--- config.mk ---
export PLATFORM = sky130hd
export DESIGN_NAME = layer_sequencer
export DESIGN_NICKNAME = d
export VERILOG_FILES = /design/src/rtl/layer_sequencer_pkg.sv /design/src/rtl/layer_base_calc.sv /design/src/rtl/layer_sequencer.sv
export SDC_FILE = /design/constraint.sdc
export NUM_CORES = 1
export LEC_CHECK = 0
export BUFFER_PORTS_ARGS = -buffer_cell sky130_fd_sc_hd__clkbuf_2
export CAP_MARGIN = 20
export CORE_MARGIN = 1.5
export CORE_UTILIZATION = 55
export CTS_BUF_LIST = sky130_fd_sc_hd__clkbuf_8
export CTS_CLUSTER_SIZE = 28
export DETAILED_ROUTE_END_ITERATION = 6
export PLACE_DENSITY = 0.76
export SETUP_SLACK_MARGIN = 0.05
export SYNTH_ARGS = -nofsm -noshare
export SYNTH_HDL_FRONTEND = slang
export SYNTH_SLANG_ARGS = --single-unit
--- constraint.sdc ---
create_clock -name clk -period 6.5 [get_ports clk]
set_clock_uncertainty 0.1 [all_clocks]
set_input_delay 1.625 -clock clk [delete_from_list [all_inputs] [get_ports clk]]
set_output_delay 1.625 -clock clk [all_outputs]
set_load 0.02 [all_outputs]
--- src/rtl/layer_sequencer_pkg.sv ---
// Shared definitions for the layer sequencer: widths, default region/drain
// parameters and the FSM state encoding.
package layer_sequencer_pkg;

  localparam int unsigned AddrW = 8;
  localparam int unsigned DataW = 8;

  localparam int unsigned RegionBDefault  = 128;
  localparam int unsigned DrainCycDefault = 2;

  typedef enum logic [2:0] {
    StIdle,
    StFetch,
    StArm,
    StRun,
    StDrain,
    StAdvance,
    StFinish
  } state_e;

endpackage

--- src/rtl/layer_base_calc.sv ---
// Next weight-base computation: base + n_in * nk with a full-width product,
// flagging any result that no longer fits the 8-bit address space.
module layer_base_calc
  import layer_sequencer_pkg::*;
(
  input  logic [DataW-1:0] base,
  input  logic [DataW-1:0] n_in,
  input  logic [DataW-1:0] nk,
  output logic [DataW-1:0] next_base,
  output logic             overflow
);

  logic [2*DataW-1:0] product;
  logic [2*DataW:0]   sum;

  assign product   = 16'(n_in) * 16'(nk);
  assign sum       = {{(DataW + 1){1'b0}}, base} + {1'b0, product};
  assign next_base = sum[DataW-1:0];
  assign overflow  = |sum[2*DataW:DataW];

endmodule

--- src/rtl/layer_sequencer.sv ---
// Walks a stored program of per-layer neuron counts, arming the address
// generator and MAC for each layer and ping-ponging the neuron RAM regions.
module layer_sequencer
  import layer_sequencer_pkg::*;
#(
  parameter int unsigned N_INPUTS  = 4,
  parameter int unsigned REGION_B  = RegionBDefault,
  parameter int unsigned DRAIN_CYC = DrainCycDefault
) (
  input  logic             clk,
  input  logic             reset,
  input  logic             start,
  output logic [AddrW-1:0] instr_addr,
  input  logic [DataW-1:0] instr_data,
  output logic             ag_rst,
  output logic             ag_start,
  output logic [DataW-1:0] ag_nk,
  input  logic             ag_finished,
  output logic [AddrW-1:0] read_neuro_base,
  output logic [AddrW-1:0] write_neuro_base,
  output logic [AddrW-1:0] read_weight_base,
  output logic             alu_rst,
  output logic             busy,
  output logic             done,
  output logic             error,
  output logic [DataW-1:0] layer_count
);

  localparam logic [AddrW-1:0] RegionBase = AddrW'(REGION_B);
  localparam logic [DataW-1:0] NInInit    = DataW'(N_INPUTS);
  localparam logic [DataW-1:0] DrainLast  = DataW'(DRAIN_CYC - 1);

  state_e           state_q, state_d;
  logic [AddrW-1:0] instr_addr_q, rd_neuro_q, wr_neuro_q, rd_weight_q;
  logic [DataW-1:0] ag_nk_q, n_in_q, layer_count_q, drain_cnt_q;
  logic             error_q, ag_start_q;
  logic [AddrW-1:0] next_weight;
  logic             weight_ovf, fetch_err, prog_end;

  layer_base_calc u_base_calc (
    .base      (rd_weight_q),
    .n_in      (n_in_q),
    .nk        (ag_nk_q),
    .next_base (next_weight),
    .overflow  (weight_ovf)
  );

  assign prog_end  = (instr_data == '0);
  assign fetch_err = (instr_data > RegionBase) || (n_in_q > RegionBase);

  always_ff @(posedge clk or negedge reset) begin
    if (!reset) state_q <= StIdle;
    else        state_q <= state_d;
  end

  always_comb begin
    state_d = state_q;
    unique case (state_q)
      StIdle:    if (start) state_d = StFetch;
      StFetch:   state_d = (prog_end || fetch_err) ? StFinish : StArm;
      StArm:     state_d = StRun;
      StRun:     if (ag_finished) state_d = StDrain;
      StDrain:   if (drain_cnt_q == DrainLast) state_d = StAdvance;
      // The last instruction slot ends the program rather than wrapping to 0.
      StAdvance: state_d = (weight_ovf || instr_addr_q == '1) ? StFinish : StFetch;
      StFinish:  state_d = StIdle;
      default:   state_d = StIdle;
    endcase
  end

  always_comb begin
    busy    = (state_q != StIdle);
    done    = (state_q == StFinish);
    ag_rst  = (state_q == StIdle) || (state_q == StArm);
    alu_rst = ag_rst;
  end

  always_ff @(posedge clk or negedge reset) begin
    if (!reset) begin
      instr_addr_q  <= '0;
      rd_neuro_q    <= '0;
      wr_neuro_q    <= '0;
      rd_weight_q   <= '0;
      ag_nk_q       <= '0;
      n_in_q        <= '0;
      layer_count_q <= '0;
      drain_cnt_q   <= '0;
      error_q       <= 1'b0;
      ag_start_q    <= 1'b0;
    end else begin
      // ARM always falls through to RUN, so this marks the first RUN cycle.
      ag_start_q <= (state_q == StArm);
      case (state_q)
        StIdle: begin
          if (start) begin
            instr_addr_q  <= '0;
            layer_count_q <= '0;
            error_q       <= 1'b0;
            rd_neuro_q    <= '0;
            wr_neuro_q    <= RegionBase;
            rd_weight_q   <= '0;
            n_in_q        <= NInInit;
          end
        end
        StFetch: begin
          if (!prog_end) begin
            if (fetch_err) error_q <= 1'b1;
            else           ag_nk_q <= instr_data;
          end
        end
        StRun:   drain_cnt_q <= '0;
        StDrain: drain_cnt_q <= drain_cnt_q + 1'b1;
        StAdvance: begin
          if (weight_ovf) begin
            error_q <= 1'b1;
          end else begin
            rd_weight_q   <= next_weight;
            rd_neuro_q    <= wr_neuro_q;
            wr_neuro_q    <= rd_neuro_q;
            n_in_q        <= ag_nk_q;
            layer_count_q <= layer_count_q + 1'b1;
            if (instr_addr_q != '1) instr_addr_q <= instr_addr_q + 1'b1;
          end
        end
        default: ;
      endcase
    end
  end

  assign instr_addr       = instr_addr_q;
  assign ag_start         = ag_start_q;
  assign ag_nk            = ag_nk_q;
  assign read_neuro_base  = rd_neuro_q;
  assign write_neuro_base = wr_neuro_q;
  assign read_weight_base = rd_weight_q;
  assign error            = error_q;
  assign layer_count      = layer_count_q;

endmodule

* Yosys cells after proc, flatten, opt, wreduce, memory -nomap -nowiden *
Index checks and enable logic that the tools add are counted.
Widths: inputs -> output; s select.

storage, ports and cells
  register bits after elaboration = 69
  input port bits = 12
  logic and storage cells = 81

cells by class
  add/sub/neg operators = 4
  multipliers = 1
  order comparisons = 2
  equality and inequality tests = 17
  multiplexer cells = 28
  bitwise logic cells = 2
  reductions and logical operators = 16

operators by type and width
  cell                 count
  $pmux 8 s2           7
  $mux 8               10
  $add 8x1->8 const B  3
  $pmux 3 s6           1
  $add 8x16->17        1
  $gt 8x8->1 const B   2
  $mul 8x8->16         1
  $ne 2x2->1 const B   8
  $mux 3               5
  $eq 3x3->1 const B   3
  $reduce_and 3->1     3
  $reduce_or 9->1      1
  $eq 8x1->1 const B   1
  $eq 8x8->1 const B   1
  $logic_not 8->1      1
  $ne 8x8->1 const B   1
  $eq 3x2->1 const B   2
  $reduce_bool 3->1    2
  $reduce_and 5->1     1
  $logic_or 1x1->1     4
  $mux 1               4
  $reduce_and 4->1     1
  $reduce_bool 2->1    2
  $eq 3x1->1 const B   1
  other kinds (3)      4

* Logic depth before layout (Yosys ltp) *
Gate-level depths: netlist (run 1).

  word-level depth = 6
  depth in mapped cells = 22
  gate-level depth less buffers = 19

* By module *
Synthesis (run 1) repeated with hierarchy kept, for this count alone.

second synthesis, totals
  cell total of the unflattened synthesis = 595
  area total of the unflattened synthesis = 5615.4 um^2

modules (own cells, without submodules)
  module           times used  cells an instance  area each (um^2)  sequential area each (um^2)
  layer_sequencer  1           285                3129.3            1726.7
  layer_base_calc  1           310                2486.1            0.0

* Worst setup path after synthesis (run 1) *
Ideal clock, no wire load.

  path kind = flip-flop to flip-flop
  start = register ag_nk_q[7], in the netlist ag_nk[7]
  end = register instr_addr_q[7], in the netlist instr_addr[7]
  setup time = 0.136 ns
  data arrival time = 5.145 ns
  data required time = 6.264 ns
  slack = 1.119 ns
  stages on the path, launching flop included = 20
  buffers on the path = 2
  cell sequence = dfrtp_1 > clkbuf_1 > nand2_1 > fa_1 > fa_1 > inv_1 > fa_1 > inv_1 > fa_1 > inv_1 > ha_1 > o211ai_1 > o21a_1 > nor4b_1 > a211oi_1 > nor4_1 > nand4_2 > clkbuf_1 > o41ai_1 > a21oi_1

on the way
  longest elaborated chain between the ends = 5

ends and longest elaborated chain
  item                        line                    source
  start: declaration          layer_sequencer.sv:35   logic [DataW-1:0] ag_nk_q, n_in_q, layer_count_q, drain_cnt_q;
  start signal: assignment    layer_sequencer.sv:108  else ag_nk_q <= instr_data;
  $mul 8x8->16                layer_base_calc.sv:16   assign product = 16'(n_in) * 16'(nk);
  $add 8x16->17               layer_base_calc.sv:17   assign sum = {{(DataW + 1){1'b0}}, base} + {1'b0, product};
  $reduce_or 9->1             layer_base_calc.sv:19   assign overflow = |sum[2*DataW:DataW];
  $ne 2x2->1 (no line)        n/a
  $reduce_and 4->1 (no line)  n/a
  end signal: assignment      layer_sequencer.sv:122  if (instr_addr_q != '1) instr_addr_q <= instr_addr_q + 1'b1;
  end: declaration            layer_sequencer.sv:34   logic [AddrW-1:0] instr_addr_q, rd_neuro_q, wr_neuro_q, rd_weight_q;

No other way between the ends.
A chain may end at the register's enable or synchronous reset.

* Worst setup path after layout (run 1) *
  start = register ag_nk_q[7], in the netlist ag_nk[7]
  end = register layer_count_q[2], in the netlist layer_count[2]

on the way
  longest elaborated chain between the ends = 5

ends and longest elaborated chain
  item                        line                    source
  $mul 8x8->16                layer_base_calc.sv:16
  $add 8x16->17               layer_base_calc.sv:17
  $reduce_or 9->1             layer_base_calc.sv:19
  $ne 2x2->1 (no line)        n/a
  $reduce_and 3->1 (no line)  n/a
  end signal: assignment      layer_sequencer.sv:121  layer_count_q <= layer_count_q + 1'b1;
  end: declaration            layer_sequencer.sv:35

No other way between the ends.

==> impl_metrics.json, run 1 <==
{
  "layout-drive-gt1-share": 0.1414,
  "path_max_fanout": 32,
  "drc": 0,
  "fin_cells": 829,
  "holdPathStages": 1,
  "dp.cells": 812,
  "synth_commonest_cells": "inv_1 (105), nand2_1 (90), dfrtp_1 (69)",
  "clk_pin_slew_ns": 0.08,
  "cts_setup_buffers": 0,
  "regToRegEndpoint": "layer_count[2]",
  "cts.repair.resized": 0,
  "antenna_found_initial": 0,
  "via_count": 4577,
  "setup_slack_ns": 0.5125,
  "synth.avg_cell_area_um2": 9.014,
  "syn_nets": 741,
  "timing_worst_slew_pin_value_ns": 0.8503,
  "maxCapViolCount": 0,
  "worst-setup-path-type": "flop to flop",
  "synth_area_leader_cell": "dfrtp_1",
  "place.gp.congestion": 0.9045,
  "routedWlPerCell_um": 14.31,
  "setup_tns_ns": 0,
  "synth.ff_latch_count": 69,
  "num-fill-cells": 838,
  "seq_area_frac_synth": 0.2988,
  "rows": 37,
  "syn_inst": 641,
  "crit_required_ns": 6.60,
  "dpl.hpwl_um": 8972,
  "status": "completed",
  "grt_overflow": 0,
  "critPathArrivalTime_ns": 6.09,
  "port_buffers": 65,
  "rr_worst_depth": 18,
  "cts_hold_buf": 0,
  "r2r_start": "ag_nk[7]",
  "worst_hold_path.endpoint": "drain_cnt_q[7]",
  "synth.most_common_cell": "inv_1",
  "power_density_mw_per_mm2": 444.5,
  "cts_max_path_buffers": 2,
  "syn_area_mm2": 0.005778,
  "initial_utilization": 0.5622,
  "final_nets": 788,
  "grt_pass1_vias": 4396,
  "die_y_um": 105.5,
  "ys_warn_count": 0,
  "async_reset_ff_frac": 1.000,
  "dp_slack_ns": 0.5946,
  "die-area_mm2": 0.01113,
  "start_kind": "flop",
  "grt_setup_unrepaired": "no",
  "grt_pass1_wl_um": 20600,
  "finalCritPeriodShare": 0.9212,
  "drt_pass1_iterations": 5,
  "power_mw": 2.856,
  "track_usage": 0.2294,
  "synth_area_leaders": "dfrtp_1 (30%), fa_1 (15%), ha_1 (9.5%), inv_1 (6.8%), mux2i_1 (5.9%)",
  "register_area_mm2": 0.001727,
  "dr.first_iter.drc_count": 266,
  "final_max_slew_viol_count": 0,
  "ctsHtreeMaxLevel": 3,
  "areaGrowthSynthToFinish_pct": 11.22,
  "cp-end-kind": "flop",
  "clock-sinks": 69,
  "synth_enable_flop_cells": 0,
  "leakage_nw": 3.352,
  "cts_tree": "built",
  "clk_latency_ns": 0.35,
  "relSlewSlack": 0.4332,
  "multiInputGateArea_mm2": 0.003536,
  "peakVddDrop_v": 0.0002513,
  "antenna_left": 0,
  "hold_path_class": "flop to flop",
  "wl_um": 11860,
  "n_antenna_cell": 0,
  "max_freq_mhz": 167.0,
  "die_w_um": 105.5,
  "period_minus_slack_ns": 5.988,
  "cts-buffers-inserted": 9,
  "setup_viol": 0,
  "viasPerCell": 5.521,
  "clockRootBuffer": "clkbuf_8",
  "netlist.area_leader.share": 0.2988,
  "ioPinCount": 66,
  "synthFlopType": "dfrtp_1",
  "grt_max_degree": 70,
  "synth_cell_types": 51,
  "min_from": "drain_cnt_q[7]",
  "timing_hold_violations_final": 0,
  "r2r_slack_ns": 0.51,
  "coreArea_mm2": 0.01028
}
-- worst max-delay path by stage --
stage / from / to / depth (start not counted) / slack [ns]
4_1_cts: ag_nk[7] / layer_count[2] / 18 / 0.50
2_1_floorplan: ag_nk[7] / instr_addr[7] / 19 / 1.12
3_5_place_dp: ag_nk[7] / read_weight_base[1] / 17 / 0.59
6_report: ag_nk[7] / layer_count[2] / 18 / 0.51
5_1_grt: ag_nk[7] / layer_count[2] / 18 / 0.12
3_3_place_gp: ag_nk[7] / read_weight_base[3] / 17 / 0.73
-- layer usage --
metal | share of wire | routed length, um | up-vias | track usage
li1 | - | - | 2193 | -
met1 | 0.45 | 5291 | 2254 | 0.3088
met2 | 0.50 | 5904 | 118 | 0.3842
met4 | 0.011 | 133 | 0 | 0.06660
met3 | 0.045 | 534 | 12 | 0.03772
met5 | 0 | 0 | - | 0
-- final cells by class --
type / instances / area share
Multi-Input combinational cell: 435 / 0.5502
Sequential cell: 69 / 0.2687
Inverter: 105 / 0.06133
Timing Repair Buffer: 68 / 0.05724
Tap cell: 136 / 0.02648
Clock buffer: 10 / 0.02142
Clock inverter: 6 / 0.01460
-- critical path: stages, from the launching register on --
cell	delay, ns
dfrtp_1	0.53
nand2_1	0.13
fa_1	0.51
fa_1	0.54
inv_1	0.05
fa_1	0.54
inv_1	0.06
fa_1	0.52
inv_1	0.04
ha_1	0.36
o211ai_1	0.15
o21a_1	0.22
nor4b_1	0.31
a211oi_1	0.10
nor4_1	0.49
nand4_4	0.39
buf_4	0.44
o21ai_0	0.23
a21oi_1	0.09
-- logic make-up (layout without fill, tap and decap cells) --
logic type	after synthesis	count (layout)	synth area share
and+or+nand+nor	206	206	0.1769
buffers and inverters	137	189	0.09073
adders and majority gates	89	89	0.2495
AOI/OAI and AO/OA	88	88	0.09355
DFF	69	69	0.2988
muxes	44	44	0.07839
xor gates and xnor gates	8	8	0.01213
-- placed cells by master, fill, tap and decap left out, drive strengths merged, types with 4 or more instances in the layout --
master / synthesis / routed
or3: 7 / 7
nand4: 5 / 5
nand2: 90 / 90
o31ai: 6 / 6
nand3: 21 / 21
and2: 29 / 29
buf: 5 / 4
fa: 44 / 44
nor3: 9 / 9
nor2: 15 / 15
dfrtp: 69 / 69
mux2i: 34 / 34
xor2: 6 / 6
or4: 4 / 4
o21ai: 32 / 32
clkbuf: 27 / 74
a21o: 6 / 6
and3: 4 / 4
a21oi: 23 / 23
a211oi: 5 / 5
nor4: 4 / 4
inv: 105 / 107
ha: 44 / 44
mux2: 10 / 10
nand2b: 5 / 5
-- stage by stage --
| step | hold slack [ns] | area [um2] | util |
|---|---|---|---|
| after global placement | 0.3673 | 6167 | 0.6001 |
| after CTS | 0.4104 | 6399 | 0.6226 |
| final | 0.4025 | 6426 | 0.6253 |
| after floorplan | 0.3580 | 5778 | - |
| after global routing | 0.4249 | 6426 | 0.6253 |
| after detailed placement | 0.3967 | 6167 | 0.6001 |
-- power by group --
group          leakage (nW)  switching, mW  internal (mW)
registers             0.923          0.213          0.541
clock network         0.113          0.175          0.230
logic                  2.32           1.02          0.680
total                  3.35           1.41           1.45
-- state kept, by name, summed over array words and instances, names as in the netlist --
register,flops
write_neuro_base,8
ag_nk,8
layer_count,8
n_in_q,8
ag_start,1
drain_cnt_q,8
read_neuro_base,8
state_q,3
instr_addr,8
error,1
read_weight_base,8
(Power assumes the default switching activity.)
==> run 2, diff against run 1 <==
--- a/config.mk
+++ b/config.mk
@@ -8,12 +8,12 @@
 export BUFFER_PORTS_ARGS = -buffer_cell sky130_fd_sc_hd__clkbuf_2
 export CAP_MARGIN = 20
 export CORE_MARGIN = 1.5
-export CORE_UTILIZATION = 55
+export CORE_UTILIZATION = 30
 export CTS_BUF_LIST = sky130_fd_sc_hd__clkbuf_8
 export CTS_CLUSTER_SIZE = 28
 export DETAILED_ROUTE_END_ITERATION = 6
-export PLACE_DENSITY = 0.76
 export SETUP_SLACK_MARGIN = 0.05
 export SYNTH_ARGS = -nofsm -noshare
 export SYNTH_HDL_FRONTEND = slang
+export SYNTH_HIERARCHICAL = 1
 export SYNTH_SLANG_ARGS = --single-unit
==> run 2 against run 1 <==
The flow now finishes with violations (DRC). Largest power group unchanged. Area after synthesis fell by 2.8%. Count of clock-buffer cells in the layout did not move. First-iteration DRC count rose by 23%. Synthesized cell count fell by 7.2%. Die area rose by 76%. Highest routed layer unchanged. Utilization fell by 27 points. Setup slack got worse by 0.28 ns. Sequential share of layout area barely moved. Worst hold slack got worse by 0.024 ns. Via count fell by 0.24%. Register-to-register slack got worse by 0.28 ns. Maximum frequency fell by 4.4%.
==> impl_metrics.json, run 2 <==
{
  "cpMaxStageDelayCell": "fa_1",
  "cp_slowest_stage_delay_ns": 0.58,
  "drc": 4,
  "synthSimpleGateAreaFrac": 0.1838,
  "grt_max_degree": 70,
  "synth-compound-area-share": 0.1453,
  "min_from": "drain_cnt_q[7]",
  "worst-setup-path-type": "flop to flop",
  "track_usage": 0.1507,
  "via_count": 4566,
  "timing_hold_violations_final": 0,
  "dpl.hpwl_um": 10630,
  "max_freq_mhz": 159.6,
  "synth_xor_area_frac": 0.01092,
  "relSlewSlack": 0.4103,
  "routedWlPerCell_um": 15.58,
  "power_density_mw_per_mm2": 457.8,
  "layout-drive-gt1-share": 0.1751,
  "viasPerCell": 5.090,
  "final_nets": 764,
  "timing_worst_slew_pin_value_ns": 0.8846,
  "crit_start": "ag_nk[4]",
  "met2_usage": 0.2302,
  "clock-sinks": 69,
  "cts-buffers-inserted": 9,
  "coreArea_mm2": 0.01815,
  "syn_area_mm2": 0.005615,
  "syn_nets": 695,
  "synth_enable_flop_cells": 0,
  "n_antenna_cell": 0,
  "synth_area_leaders": "dfrtp_1 (31%), fa_1 (16%), ha_1 (9.8%), inv_1 (5.1%), nand2_1 (4.9%)",
  "use_met3": 0.03028,
  "worstPathCellList": "nand2_1 -> fa_1 -> fa_1 -> fa_1 -> fa_1 -> inv_1 -> ha_1 -> a21oi_1 -> o22ai_1 -> or2_2 -> nor4b_1 -> o21ai_0 -> or4_1 -> nand3b_1 -> a21o_2 -> or4_1 -> a21oi_1",
  "start_kind": "flop",
  "hold_path_class": "flop to flop",
  "path_max_fanout": 13,
  "violations": "DRC",
  "grt_pass1_vias": 4595,
  "synthFlopType": "dfrtp_1",
  "finalCritPeriodShare": 0.9637,
  "seq_area_frac_synth": 0.3075,
  "die-area_mm2": 0.01955,
  "clockRootBuffer": "clkbuf_8",
  "setup_slack_ns": 0.2356,
  "ctsHtreeMaxLevel": 3,
  "cts_max_path_buffers": 2,
  "areaGrowthSynthToFinish_pct": 14.84,
  "grt_overflow": 0,
  "cp-end-kind": "flop",
  "synth.ff_latch_count": 69,
  "initial_utilization": 0.3094,
  "crit_top_cell": "fa_1",
  "synth.most_common_cell": "inv_1",
  "die_w_um": 139.8,
  "synth.mux.area_fraction": 0.02674,
  "grt_pass1_wl_um": 23720,
  "antenna_left": 0,
  "synth_commonest_cells": "inv_1 (76), nand2_1 (74), dfrtp_1 (69)",
  "cp_num_buf_inv": 1,
  "syn_inst": 595,
  "crit_required_ns": 6.67,
  "crit_family": "adder cells",
  "grt_setup_unrepaired": "no",
  "peakVddDrop_v": 0.0001551,
  "status": "finished with violations",
  "async_reset_ff_frac": 1.000,
  "ys_warn_count": 6,
  "final_common_cell": "inv_1",
  "grt.busiest_layer": "met2",
  "netlist.area_leader.share": 0.3075,
  "grtUsageMet1": 0.2203,
  "synth_cell_types": 56,
  "synth_area_leader_cell": "dfrtp_1",
  "cts_tree": "built",
  "synth.avg_cell_area_um2": 9.438,
  "final_cell_mix": "inv_1 (78), nand2_1 (74), clkbuf_2 (64), dfrtp_1 (63)",
  "clk_latency_ns": 0.35,
  "critPathArrivalTime_ns": 6.43,
  "wl_um": 13980,
  "place_area_mm2": 0.006217,
  "final_max_slew_viol_count": 0,
  "rows": 49,
  "leakage_nw": 3.120,
  "dr.first_iter.drc_count": 327,
  "dp_slack_ns": 0.1614,
  "maxCapViolCount": 0,
  "r2r_start": "ag_nk[4]",
  "die_y_um": 139.8,
  "antenna_found_initial": 0,
  "setup_viol": 0,
  "drt_pass1_iterations": 6,
  "place.gp.congestion": 0.8544,
  "period_minus_slack_ns": 6.264,
  "synthAdderAreaFrac": 0.2549,
  "clk_pin_slew_ns": 0.08,
  "ioPinCount": 66,
  "fin_area_mm2": 0.006449,
  "port_buffers": 65,
  "setup_tns_ns": 0,
  "synth_top_family_by_area": "adder cells"
}
==> run 2: power breakdown <==
group / switching [mW] / leakage, nW / internal [mW]
Clock: 0.169 / 0.101 / 0.184
Sequential: 0.192 / 0.919 / 0.521
Combinational: 1.11 / 2.10 / 0.772
==> run 2: worst paths after layout <==
check                                 endpoint  slack [ns]  cells after the start
worst max register to register  layer_count[7]        0.24                     17
worst max-delay path            layer_count[7]        0.24                     17
worst min register to register  drain_cnt_q[7]        0.38                      1
max in group asynchronous            n_in_q[3]        4.37                      1
min in group asynchronous       layer_count[2]        1.29                      1
worst min-delay path            drain_cnt_q[7]        0.38                      1
==> run 2: stage by stage <==
| stage | hold WS [ns] | power [mW] | util | cells |
|---|---|---|---|---|
| after floorplan | 0.3460 | 2.029 | - | 595 |
| after global placement | 0.3668 | 2.576 | 0.3426 | 879 |
| after detailed placement | 0.3726 | 2.588 | 0.3426 | 879 |
| after CTS | 0.3830 | 2.957 | 0.3531 | 894 |
| after global routing | 0.4045 | 3.263 | 0.3554 | 897 |
| final | 0.3788 | 2.952 | 0.3554 | 897 |
==> run 2: cell families after synthesis <==
kind of cell	count (synthesis)
compound gates	119
xor+xnor	7
fa+ha+maj	88
buf+inv	99
flops	69
mux	14
simple gates	199
==> run 2: per-layer routing <==
layer / wire (um) / up-vias
met5: 0 / -
met4: 187 / 0
met3: 687 / 19
met2: 6292 / 133
met1: 6809 / 2235
li1: - / 2179
==> run 2: area by class of cell <==
cell class / instances / area [um2]
clock buffers: 10 / 137.6
clock inverters: 5 / 53.80
fillers: 1847 / 11700
inverters: 76 / 285.3
multi-input cells: 427 / 3500
flip-flops and latches: 69 / 1734
well taps: 229 / 286.5
repair buffers: 81 / 451.7
==> run 2: what timing repair did <==
item | in CTS | in global routing
hold buffers | 0 | 0
gates resized for setup | 0 | 9
setup endpoints to repair | 0 | 44
buffers inserted | 0 | 3
==> run 3, diff against run 2 <==
--- a/config.mk
+++ b/config.mk
@@ -5,6 +5,7 @@
 export SDC_FILE = /design/constraint.sdc
 export NUM_CORES = 1
 export LEC_CHECK = 0
+export ABC_AREA = 1
 export BUFFER_PORTS_ARGS = -buffer_cell sky130_fd_sc_hd__clkbuf_2
 export CAP_MARGIN = 20
 export CORE_MARGIN = 1.5
@@ -12,6 +13,7 @@
 export CTS_BUF_LIST = sky130_fd_sc_hd__clkbuf_8
 export CTS_CLUSTER_SIZE = 28
 export DETAILED_ROUTE_END_ITERATION = 6
+export GPL_ROUTABILITY_DRIVEN = 0
 export SETUP_SLACK_MARGIN = 0.05
 export SYNTH_ARGS = -nofsm -noshare
 export SYNTH_HDL_FRONTEND = slang
==> run 3 against run 2 <==
Non-clock buffer count is 14 lower. Worst hold slack gained 0.044 ns. Clock power is 2% lower. Largest power group unchanged. Maximum frequency rose by 12%. Area after synthesis increased by 6.1%. Flip-flop and latch count unchanged. Global-route usage shrank 2.0 points. Register-to-register slack improved by 0.70 ns. The run now ends clean. Cell count up 20%.
==> impl_metrics.json, run 3 <==
{
  "netlist.area_leader.share": 0.2899,
  "wl_um": 12970,
  "synth_cell_types": 43,
  "syn_area_mm2": 0.005957,
  "status": "completed",
  "die_y_um": 143.9,
  "worst-setup-path-type": "flop to flop",
  "synth_top_family_by_area": "simple AND/OR/NAND/NOR gates",
  "synthAdderAreaFrac": 0.2403,
  "dp_slack_ns": 0.9355,
  "grt_setup_unrepaired": "no",
  "hold_path_class": "flop to flop",
  "clockPowerShare": 0.128,
  "whs_ns": 0.4223,
  "setup_viol": 0,
  "synth.mux.area_fraction": 0,
  "cts_setup_buffers": 0,
  "clock-sinks": 69,
  "combPwrFrac": 0.607,
  "grt_pass1_vias": 4402,
  "ioPinCount": 66,
  "timing_hold_violations_final": 0,
  "clk_latency_ns": 0.35,
  "relSlewSlack": 0.4023,
  "setup_tns_ns": 0,
  "layout-drive-gt1-share": 0.1574,
  "n_antenna_cell": 0,
  "drc": 0,
  "die_w_um": 143.9,
  "power_mw": 2.697,
  "synth-compound-area-share": 0.08150,
  "num-fill-cells": 2039,
  "dp.cells": 1058,
  "cts_max_path_buffers": 2,
  "antenna_found_initial": 0,
  "synth.most_common_cell": "nand2_1",
  "syn_inst": 751,
  "cts-buffers-inserted": 9,
  "wl_met2_um": 5640,
  "synth_area_leaders": "dfrtp_1 (29%), fa_1 (15%), nand2_1 (13%), inv_1 (9.8%), ha_1 (9.2%)",
  "maxCapViolCount": 0,
  "syn_nets": 851,
  "crit_required_ns": 6.64,
  "setup_slack_ns": 0.9316,
  "cts_tree": "built",
  "synth_xor_area_frac": 0.01470,
  "peakVddDrop_v": 0.0001728,
  "fin_cells": 1072,
  "synth.ff_latch_count": 69,
  "route.met3.wl_um": 675,
  "ctsHtreeMaxLevel": 3,
  "seq_area_frac_synth": 0.2899,
  "synth.avg_cell_area_um2": 7.932,
  "cts.repair.resized": 0,
  "leakage_nw": 3.717,
  "final_max_slew_viol_count": 0,
  "areaGrowthSynthToFinish_pct": 11.99,
  "cts_hold_buf": 0,
  "clk_pin_slew_ns": 0.07,
  "finalCritPeriodShare": 0.8567,
  "start_kind": "flop",
  "power_density_mw_per_mm2": 404.2,
  "antenna_left": 0,
  "final_cell_mix": "nand2_1 (202), inv_1 (155), dfrtp_1 (69), clkbuf_2 (64), nor2_1 (50)",
  "rows": 51,
  "initial_utilization": 0.3061,
  "timing_worst_slew_pin_value_ns": 0.8966,
  "final_nets": 904,
  "seqPwrFrac": 0.265,
  "track_usage": 0.1309,
  "place_area_mm2": 0.006484,
  "p_int_mw": 1.291,
  "drt_pass1_iterations": 5,
  "clockRootBuffer": "clkbuf_8",
  "p_switching_mw": 1.405,
  "met1_length_um": 6551,
  "synthFlopType": "dfrtp_1",
  "ys_warn_count": 6,
  "routedWlPerCell_um": 12.10,
  "grt_max_degree": 70,
  "grt_pass1_wl_um": 21470,
  "coreArea_mm2": 0.01946,
  "async_reset_ff_frac": 1.000,
  "synth_area_leader_cell": "dfrtp_1",
  "die-area_mm2": 0.02071,
  "dr.first_iter.drc_count": 235,
  "utilization": 0.3428,
  "via_count": 4769,
  "critPathArrivalTime_ns": 5.71,
  "cp-end-kind": "flop",
  "viasPerCell": 4.449,
  "routed.top_layer": "met4",
  "path_max_fanout": 26,
  "port_buffers": 65,
  "max_freq_mhz": 179.6,
  "synth_commonest_cells": "nand2_1 (202), inv_1 (155), dfrtp_1 (69)",
  "grt_overflow": 0,
  "synthSimpleGateAreaFrac": 0.2464,
  "period_minus_slack_ns": 5.568,
  "p_sw_frac": 0.5211,
  "fin_area_mm2": 0.006671,
  "final_common_cell": "nand2_1",
  "dpl.hpwl_um": 10070,
  "synth_enable_flop_cells": 0
}
## run 3: metal layers
| layer | vias to the layer above | track usage |
|---|---|---|
| met5 | - | 0 |
| met4 | 0 | 0.02739 |
| met3 | 7 | 0.03699 |
| met2 | 109 | 0.1954 |
| met1 | 2256 | 0.1872 |
| li1 | 2397 | - |
## run 3: path summary, 6_finish.rpt
| kind | from | to | slack, ns | cells after the start |
|---|---|---|---|---|
| min in group asynchronous | reset | write_neuro_base[3] | 1.38 | 2 |
| min reg2reg | error | error | 0.42 | 2 |
| max reg2reg | ag_nk[7] | layer_count[2] | 0.93 | 23 |
| min | error | error | 0.42 | 2 |
| max in group asynchronous | reset | instr_addr[4] | 4.33 | 2 |
| max | ag_nk[7] | layer_count[2] | 0.93 | 23 |
## run 3: power by group through the flow
stage / Sequential [mW] / Combinational [mW] / Clock (mW)
floorplan: 0.655 / 1.37 / 0
global placement: 0.719 / 1.64 / 0
detailed placement: 0.721 / 1.66 / 0
CTS: 0.713 / 1.67 / 0.358
global route: 0.734 / 1.89 / 0.372
finish: 0.716 / 1.64 / 0.345
## run 3: final cells by class
| cell class | instances | area (um2) | area share |
|---|---|---|---|
| timing repair buffer | 67 | 340.3 | 0.05101 |
| clock buffer | 10 | 137.6 | 0.02063 |
| tap | 265 | 331.6 | 0.04970 |
| multi-input combinational | 495 | 3472 | 0.5204 |
| sequential | 69 | 1727 | 0.2588 |
| clock inverter | 4 | 50.05 | 0.007502 |
| inverter | 162 | 613.1 | 0.09190 |
## run 3: kinds of logic (layout without fill, tap and decap cells)
logic type	after synthesis	after routing
buffers and inverters	187	243
xor gates and xnor gates	10	10
AOI/OAI and AO/OA	72	72
adders and majority gates	88	88
and+or+nand+nor	325	325
DFF	69	69
## run 3: critical path, stage by stage, from the launching register on
cell and delay, ns:
dfrtp_1 0.60, nand2_1 0.16, fa_1 0.54, fa_1 0.52, fa_1 0.52, fa_1 0.54, inv_1 0.04, ha_1 0.34
nand2_1 0.15, inv_1 0.07, a21oi_2 0.17, nand2_2 0.08, nand2_1 0.09, nand2_1 0.06, nand2_1 0.05, nand2_1 0.05
nor2_1 0.11, nand3_1 0.21, nand2_4 0.16, nand2_2 0.07, nor2_4 0.45, nand2_1 0.21, nand2_1 0.12, nor2_1 0.04
